### src/rtl/ram_pkg.sv
// Shared definitions for the dual-port ram block and its clients: default widths,
// the burst reader state encoding and a small sizing helper.
package ram_pkg;

    localparam int RAM_D_WIDTH = 16;
    localparam int RAM_A_WIDTH = 4;

    typedef enum logic [1:0] {
        IDLE  = 2'd0,
        RUN   = 2'd1,
        DRAIN = 2'd2
    } rd_state_t;

    // Bits needed to hold a count from 0 up to and including depth.
    function automatic int count_width(input int depth);
        return $clog2(depth + 1);
    endfunction

endpackage

### src/rtl/ram_rd_fifo.sv
// Small synchronous FIFO for the burst reader. The head entry is presented from
// registered storage, and the occupancy count feeds the reader's credit logic.
module ram_rd_fifo
    import ram_pkg::*;
#(
    parameter int DEPTH = 4,
    parameter int WIDTH = 17,
    localparam int CNT_W = count_width(DEPTH)
) (
    input  logic             clk,
    input  logic             rst,
    input  logic             push,
    input  logic [WIDTH-1:0] push_data,
    input  logic             pop,
    output logic             pop_valid,
    output logic [WIDTH-1:0] pop_data,
    output logic [CNT_W-1:0] count
);

    localparam int PTR_W = (DEPTH > 1) ? $clog2(DEPTH) : 1;
    localparam logic [PTR_W-1:0] LAST_PTR = PTR_W'(DEPTH - 1);
    localparam logic [CNT_W-1:0] FULL_CNT = CNT_W'(DEPTH);
    localparam logic [CNT_W-1:0] CNT_ONE  = CNT_W'(1);
    localparam logic [PTR_W-1:0] PTR_ONE  = PTR_W'(1);

    logic [WIDTH-1:0] mem [DEPTH];
    logic [PTR_W-1:0] wr_ptr;
    logic [PTR_W-1:0] rd_ptr;
    logic             do_push;
    logic             do_pop;

    // A push into a full FIFO is only taken when the head leaves in the same cycle.
    assign do_pop  = pop && (count != '0);
    assign do_push = push && ((count != FULL_CNT) || do_pop);

    assign pop_valid = (count != '0);
    assign pop_data  = mem[rd_ptr];

    always_ff @(posedge clk or posedge rst) begin
        if (rst) begin
            for (int i = 0; i < DEPTH; i++) begin
                mem[i] <= '0;
            end
            wr_ptr <= '0;
            rd_ptr <= '0;
            count  <= '0;
        end else begin
            if (do_push) begin
                mem[wr_ptr] <= push_data;
                wr_ptr      <= (wr_ptr == LAST_PTR) ? '0 : wr_ptr + PTR_ONE;
            end
            if (do_pop) begin
                rd_ptr <= (rd_ptr == LAST_PTR) ? '0 : rd_ptr + PTR_ONE;
            end
            case ({do_push, do_pop})
                2'b10:   count <= count + CNT_ONE;
                2'b01:   count <= count - CNT_ONE;
                default: count <= count;
            endcase
        end
    end

endmodule

### src/rtl/ram_burst_reader.sv
// Burst read client for the ram read port: walks addresses one per cycle, hides the
// one-cycle registered read latency and streams words out with full backpressure.
module ram_burst_reader
    import ram_pkg::*;
#(
    parameter int D_WIDTH    = RAM_D_WIDTH,
    parameter int A_WIDTH    = RAM_A_WIDTH,
    parameter int FIFO_DEPTH = 4
) (
    input  logic               clk,
    input  logic               rst,
    input  logic               cmd_valid,
    output logic               cmd_ready,
    input  logic [A_WIDTH-1:0] cmd_addr,
    input  logic [A_WIDTH:0]   cmd_len,
    output logic [A_WIDTH-1:0] address_read,
    input  logic [D_WIDTH-1:0] data_read,
    output logic               out_valid,
    input  logic               out_ready,
    output logic [D_WIDTH-1:0] out_data,
    output logic               out_last,
    output logic               busy,
    output logic               done
);

    localparam int CNT_W = count_width(FIFO_DEPTH);
    localparam int OCC_W = CNT_W + 1;
    localparam logic [A_WIDTH:0]   LEN_ONE   = (A_WIDTH + 1)'(1);
    localparam logic [A_WIDTH-1:0] ADDR_ONE  = A_WIDTH'(1);
    localparam logic [OCC_W-1:0]   DEPTH_OCC = OCC_W'(FIFO_DEPTH);

    rd_state_t          state;
    logic [A_WIDTH:0]   issued;
    logic [A_WIDTH:0]   len_reg;
    logic [1:0]         inflight_v;
    logic [1:0]         inflight_last;

    logic [CNT_W-1:0]   fifo_count;
    logic               fifo_valid;
    logic [D_WIDTH:0]   fifo_data;
    logic               handshake;
    logic [OCC_W-1:0]   occupancy;
    logic               can_issue;
    logic               issue_last;

    assign handshake = fifo_valid && out_ready;

    // Every buffered word and every read still in the ram pipeline holds a FIFO slot.
    assign occupancy  = OCC_W'(fifo_count) + OCC_W'(inflight_v[0]) + OCC_W'(inflight_v[1]);
    assign can_issue  = (state == RUN) && (occupancy < (DEPTH_OCC + OCC_W'(handshake)));
    assign issue_last = ((issued + LEN_ONE) == len_reg);

    assign cmd_ready = (state == IDLE);
    assign busy      = (state != IDLE);
    assign out_valid = fifo_valid;
    assign out_data  = fifo_data[D_WIDTH-1:0];
    assign out_last  = fifo_data[D_WIDTH];

    always_ff @(posedge clk or posedge rst) begin
        if (rst) begin
            state         <= IDLE;
            address_read  <= '0;
            issued        <= '0;
            len_reg       <= '0;
            inflight_v    <= '0;
            inflight_last <= '0;
            done          <= 1'b0;
        end else begin
            done          <= 1'b0;
            inflight_v    <= {inflight_v[0], 1'b0};
            inflight_last <= {inflight_last[0], 1'b0};
            case (state)
                IDLE: begin
                    if (cmd_valid) begin
                        len_reg <= cmd_len;
                        if (cmd_len == '0) begin
                            done <= 1'b1;
                        end else begin
                            address_read     <= cmd_addr;
                            issued           <= LEN_ONE;
                            inflight_v[0]    <= 1'b1;
                            inflight_last[0] <= (cmd_len == LEN_ONE);
                            state            <= (cmd_len == LEN_ONE) ? DRAIN : RUN;
                        end
                    end
                end
                RUN: begin
                    if (can_issue) begin
                        address_read     <= address_read + ADDR_ONE;
                        issued           <= issued + LEN_ONE;
                        inflight_v[0]    <= 1'b1;
                        inflight_last[0] <= issue_last;
                        if (issue_last) begin
                            state <= DRAIN;
                        end
                    end
                end
                DRAIN: begin
                    if (handshake && out_last) begin
                        done  <= 1'b1;
                        state <= IDLE;
                    end
                end
                default: state <= IDLE;
            endcase
        end
    end

    ram_rd_fifo #(
        .DEPTH (FIFO_DEPTH),
        .WIDTH (D_WIDTH + 1)
    ) u_fifo (
        .clk       (clk),
        .rst       (rst),
        .push      (inflight_v[1]),
        .push_data ({inflight_last[1], data_read}),
        .pop       (handshake),
        .pop_valid (fifo_valid),
        .pop_data  (fifo_data),
        .count     (fifo_count)
    );

endmodule

### config.mk
export PLATFORM = sky130hd
export DESIGN_NAME = ram_burst_reader
export DESIGN_NICKNAME = d
export VERILOG_FILES = /design/src/rtl/ram_pkg.sv /design/src/rtl/ram_rd_fifo.sv /design/src/rtl/ram_burst_reader.sv
export SDC_FILE = /design/constraint.sdc
export NUM_CORES = 1
export LEC_CHECK = 0
export BUFFER_PORTS_ARGS = -buffer_cell sky130_fd_sc_hd__buf_4
export CORE_ASPECT_RATIO = 1.75
export CORE_UTILIZATION = 49
export CTS_BUF_LIST = sky130_fd_sc_hd__clkbuf_16
export DETAILED_ROUTE_END_ITERATION = 7
export GPL_TIMING_DRIVEN = 1
export PLACE_DENSITY = 0.69
export SKIP_CTS_REPAIR_TIMING = 1
export SYNTH_ARGS = -nofsm -noshare
export SYNTH_HDL_FRONTEND = slang
export SYNTH_HIERARCHICAL = 1
export SYNTH_SLANG_ARGS = --single-unit
### constraint.sdc
create_clock -name clk -period 5.65 [get_ports clk]
set_input_delay 1.13 -clock clk [delete_from_list [all_inputs] [get_ports clk]]
set_output_delay 1.13 -clock clk [all_outputs]
set_load 0.05 [all_outputs]
==> results.sh, run 1 <==
export IMPL_hp_class="flip-flop to flip-flop"
export IMPL_overflow=0
export IMPL_critPathMaxFanout=14
export IMPL_clock_path_buffers=2
export IMPL_setup_worst_path_start="u_fifo/rd_ptr[0]"
export IMPL_drv_slew=0
export IMPL_cts_buffers=9
export IMPL_cts_clk_slew_worst_paths_ns=0.06
export IMPL_yosysUniqueCellTypes=50
export IMPL_postSynthCellCount=308
export IMPL_tightest_slew_ns=1.076
export IMPL_hold_violations=0
export IMPL_reg2reg_from="u_fifo/count[0]"
export IMPL_synth_warnings=6
export IMPL_synth_top_area_share_pct=52.65
export IMPL_preCtsSetupSlack_ns=2.437
export IMPL_first_pass_iters=4
export IMPL_drive_above_1_share_pct=47.57
export IMPL_min_period_over_period_pct=57.54
export IMPL_ios=54
export IMPL_synth_async_sr_flop_share_pct=100.0
export IMPL_critPathArrivalTime_ns=2.12
export IMPL_synth_edf_count=0
export IMPL_drv_cap=0
export IMPL_wirelength_um=8423
export IMPL_hold_ws_ns=0.3621
export IMPL_setup_viol=0
export IMPL_dieArea_mm2=0.009718
export IMPL_h_tree_depth=3
export IMPL_cp_required_ns=4.52
export IMPL_largest_register_ffs=68
export IMPL_die_h_um=129.7
export IMPL_post_route_worst_setup_slack_ns=2.399
export IMPL_syn_area_mm2=0.004563
export IMPL_grt_pass1_vias=2893
export IMPL_end_kind="output port"
export IMPL_grt_pass1_wl_um=14300
export IMPL_synth_nets=348
export IMPL_insertion_delay_ns=0.33
export IMPL_grt_usage_pct=19.98
export IMPL_dr_first_iter_drc_count=198
export IMPL_place_inst=474
export IMPL_numClockSinks=96
export IMPL_rsz0062_at_grt="false"
export IMPL_drc=0
export IMPL_ys_seq_area_share_pct=52.65
export IMPL_synthTopCellsByArea="dfrtp_1 (53%), mux2_2 (19%), mux4_2 (8.4%)"
export IMPL_hpwlAfterDp_um=5744
export IMPL_via_count=2657
export IMPL_fp_coreArea_mm2=0.009036
export IMPL_max_slew_margin_pct=28.18
export IMPL_nets=405
export IMPL_die_w_um=74.95
export IMPL_start_util_pct=50.50
export IMPL_crit_type="flip-flop to output port"
export IMPL_synthFlopType="dfrtp_1"
export IMPL_clockRootBuffer="clkbuf_16"
export IMPL_tns_ns=0
export IMPL_ant_nets=0
export IMPL_grt_max_degree=76
export IMPL_place_gp_congestion=0.7438
export IMPL_synth_common_cells="dfrtp_1 (96), mux2_2 (77), mux4_2 (17)"
export IMPL_fmax_ghz=0.3076
export IMPL_final_min_clock_period_ns=3.251
export IMPL_yosysMostFrequentCell="dfrtp_1"
export IMPL_synth_top_area_cell="dfrtp_1"
export IMPL_antenna_cells=0
export IMPL_area_delta_synth_final_pct=17.63
export IMPL_crit_path_start_kind="flip-flop"
export IMPL_wl_per_cell_um=17.19
export IMPL_avgViaCountPerCell=5.422
export IMPL_port_buffers=53
export IMPL_cts_tree="built"
export IMPL_antenna_found_initial=0
export IMPL_finClkSkew_ns=0.004251
export IMPL_ys_ff_latch=96
export IMPL_avgSynthCellArea_um2=14.82
export IMPL_row_count=46
export IMPL_holdCritStartpoint="inflight_last[0]"
export IMPL_status="finished clean"
export IMPL_fin_cells=490
critical path, cell delays in order, from the launching register on:
cell and delay (ns):
dfrtp_1 0.60, buf_4 0.36, mux4_2 0.61, buf_4 0.22
cell type report:
class | count | area, um2
clock buffer | 9 | 225.2
multi-input combinational | 188 | 2036
fill | 744 | 3669
inverter | 15 | 56.30
timing repair buffer | 55 | 412.9
tap | 120 | 150.1
sequential | 96 | 2402
clock inverter | 7 | 85.08
stage by stage:
step | instance area, um2 | util, %
after floorplan | 4563 | -
after global placement | 5057 | 55.97
after detailed placement | 5057 | 55.97
after CTS | 5368 | 59.40
after global routing | 5368 | 59.40
final | 5368 | 59.40
final timing paths:
check / cells past startpoint / slack (ns) / endpoint
worst min-delay path: 0 / 0.36 / inflight_last[1]
min in group asynchronous: 2 / 0.96 / len_reg[4]
worst min register to register: 0 / 0.36 / inflight_last[1]
max in group asynchronous: 3 / 3.96 / u_fifo/mem[42]
worst max-delay path: 3 / 2.40 / out_last
worst max register to register: 10 / 2.62 / u_fifo/count[2]
layout by cell type (no fill, tap or decap), drive strengths merged, types with 4 or more instances in the layout:
master and instances:
buf 55, a21oi 4, nand2b 4, mux2 78, clkbuf 9, nand2 9
clkinv 4, xnor2 6, inv 16, nand3 5, nor2 12, xor2 4
mux4 17, dfrtp 96, ha 9
cells by family after synthesis:
logic type | after synthesis | share of synthesized area [%]
DFF | 96 | 52.65
muxes | 98 | 28.65
adders and majority gates | 11 | 3.345
AOI/OAI and AO/OA | 22 | 3.647
xor gates and xnor gates | 12 | 2.934
buffers and inverters | 24 | 2.742
and+or+nand+nor | 45 | 6.032
metal layers:
metal | vias to the layer above | part of all wire, % | track usage (%)
li1 | 1234 | - | -
met1 | 1365 | 40 | 23.46
met2 | 48 | 56 | 35.40
met3 | 10 | 2.9 | 4.277
met4 | 0 | 1.5 | 6.659
met5 | - | 0 | 0
Power of run 1 is left out: the tool's default activity adds up to more than one toggle a clock period on the data nets, which glitch-free logic cannot reach.
==> run 2, diff against run 1 <==
--- a/config.mk
+++ b/config.mk
@@ -11,7 +11,7 @@
 export CTS_BUF_LIST = sky130_fd_sc_hd__clkbuf_16
 export DETAILED_ROUTE_END_ITERATION = 7
 export GPL_TIMING_DRIVEN = 1
-export PLACE_DENSITY = 0.69
+export PLACE_DENSITY = 0.72
 export SKIP_CTS_REPAIR_TIMING = 1
 export SYNTH_ARGS = -nofsm -noshare
 export SYNTH_HDL_FRONTEND = slang
==> constraint.sdc (replaced) <==
create_clock -name clk -period 2.7 [get_ports clk]
set_input_delay 0.54 -clock clk [delete_from_list [all_inputs] [get_ports clk]]
set_output_delay 0.54 -clock clk [all_outputs]
set_load 0.05 [all_outputs]
==> run 2 against run 1 <==
Effect of this change: wire length decreased by 2.1%; setup slack got worse by 2.3 ns; die area unchanged; utilization increased by 0.43 points; cell count increased by 0.82%; via count increased by 2.9%; global-route usage decreased by 0.55 points.
==> results.sh, run 2 (synthesis results as in run 1) <==
export IMPL_status="finished clean"
export IMPL_cts_buffers=9
export IMPL_path_common_cell="xor2_1"
export IMPL_cts_clk_slew_worst_paths_ns=0.06
export IMPL_slowest_delay_ns=0.44
export IMPL_h_tree_depth=3
export IMPL_finClkSkew_ns=0.005087
export IMPL_nets=409
export IMPL_fill_cells=736
export IMPL_crit_type="flip-flop to flip-flop"
export IMPL_cpLargestDelayFamily="simple AND/OR/NAND/NOR gates"
export IMPL_first_pass_iters=4
export IMPL_multi_input_area_mm2=0.002066
export IMPL_cp_cell_sequence="or3_4 -> and2_4 -> nor4b_4 -> nand2b_4 -> ha_4 -> inv_1 -> fa_2 -> xor2_1 -> nor2_1 -> xor2_1"
export IMPL_setup_viol=0
export IMPL_dieArea_mm2=0.009718
export IMPL_max_slew_margin_pct=28.87
export IMPL_tns_ns=0
export IMPL_area_delta_synth_final_pct=18.48
export IMPL_drive_above_1_share_pct=49.73
export IMPL_insertion_delay_ns=0.34
export IMPL_ant_nets=0
export IMPL_grt_pass1_vias=2840
export IMPL_min_period_over_period_pct=94.83
export IMPL_hold_ws_ns=0.2944
export IMPL_numClockSinks=96
export IMPL_r2r_slack_ns=0.14
export IMPL_grt_pass1_wl_um=13940
export IMPL_seq_area_mm2=0.002402
export IMPL_largest_register_ffs=68
export IMPL_ios=54
export IMPL_wirelength_um=8249
export IMPL_hp_class="primary input to asynchronous set/reset pin"
export IMPL_crit_path_start_kind="flip-flop"
export IMPL_die_h_um=129.7
export IMPL_cts_tree="built"
export IMPL_final_cell_mix="dfrtp_1 (96), mux2_2 (77), buf_4 (57), mux4_2 (17), inv_1 (15)"
export IMPL_grt_usage_pct=19.43
export IMPL_via_count=2735
export IMPL_rsz0062_at_grt="false"
export IMPL_drv_cap=0
export IMPL_hpwlAfterDp_um=5637
export IMPL_place_inst=478
export IMPL_start_util_pct=50.50
export IMPL_dr_first_iter_drc_count=90
export IMPL_cp_required_ns=2.96
export IMPL_row_count=46
export IMPL_clockRootBuffer="clkbuf_16"
export IMPL_critPathArrivalTime_ns=2.82
export IMPL_place_gp_congestion=0.7638
export IMPL_final_common_cell="dfrtp_1"
export IMPL_port_buffers=53
export IMPL_drv_slew=0
export IMPL_cp_num_buf_inv=1
export IMPL_end_kind="flip-flop"
export IMPL_clock_path_buffers=2
export IMPL_drc=0
export IMPL_fmax_ghz=0.3905
export IMPL_cp_slowest_cell="dfrtp_1"
export IMPL_antenna_found_initial=0
export IMPL_tightest_slew_ns=1.066
export IMPL_critPathMaxFanout=5
export IMPL_antenna_cells=0
export IMPL_fp_coreArea_mm2=0.009036
export IMPL_overflow=0
export IMPL_die_w_um=74.95
export IMPL_hold_violations=0
export IMPL_avgViaCountPerCell=5.536
export IMPL_fin_cells=494
export IMPL_grt_max_degree=76
export IMPL_final_min_clock_period_ns=2.561
export IMPL_wl_per_cell_um=16.70
-- run 2: cell types whose count changed in the layout (fill, tap and decap cells not counted), moves of 2 or more --
cell       change
bufinv_16      -2
clkinv_2       +2
buf_4          +2
buf_12         +2
clkinv_1       -2
-- run 2: final timing paths --
check / startpoint / endpoint / cells after the start
min in group clk: inflight_last[0] / inflight_last[1] / 0
setup reg to reg: u_fifo/count[2] / u_fifo/count[2] / 10
hold reg to reg: inflight_last[0] / inflight_last[1] / 0
max in group asynchronous: rst / address_read[3] / 2
hold / removal: rst / u_fifo/mem[44] / 3
setup / recovery: u_fifo/count[2] / u_fifo/count[2] / 10
-- run 2: routing by layer --
metal	part of all wire, %	track usage, %	vias to the layer above
li1	-	-	1242
met1	40	22.59	1435
met2	55	33.76	48
met3	3.1	4.510	10
met4	1.4	7.880	0
met5	0	0	-
-- run 2: cell type report --
cell class                 instances  share of cell area (%)
tap                              120                   2.777
multi-input combinational        188                   38.21
sequential                        96                   44.43
inverter                          15                   1.041
clock buffer                       9                   4.166
clock inverter                     7                  0.7174
timing repair buffer              59                   8.655
-- run 2: tightest hold or removal path: stages --
cell and delay [ns]:
buf_4 0.11, inv_2 0.06, buf_12 0.33
-- run 2: metrics by stage --
stage | util, % | instance area, um2 | worst slack (ns)
3_3_place_gp | 56.91 | 5142 | 0.2399
6_report | 59.83 | 5406 | 0.1395
4_1_cts | 59.83 | 5406 | 0.1274
2_1_floorplan | - | 4593 | 0.008405
3_5_place_dp | 56.91 | 5142 | 0.1731
5_1_grt | 59.83 | 5406 | 0.05349
Power of run 2 is left out for the same reason.
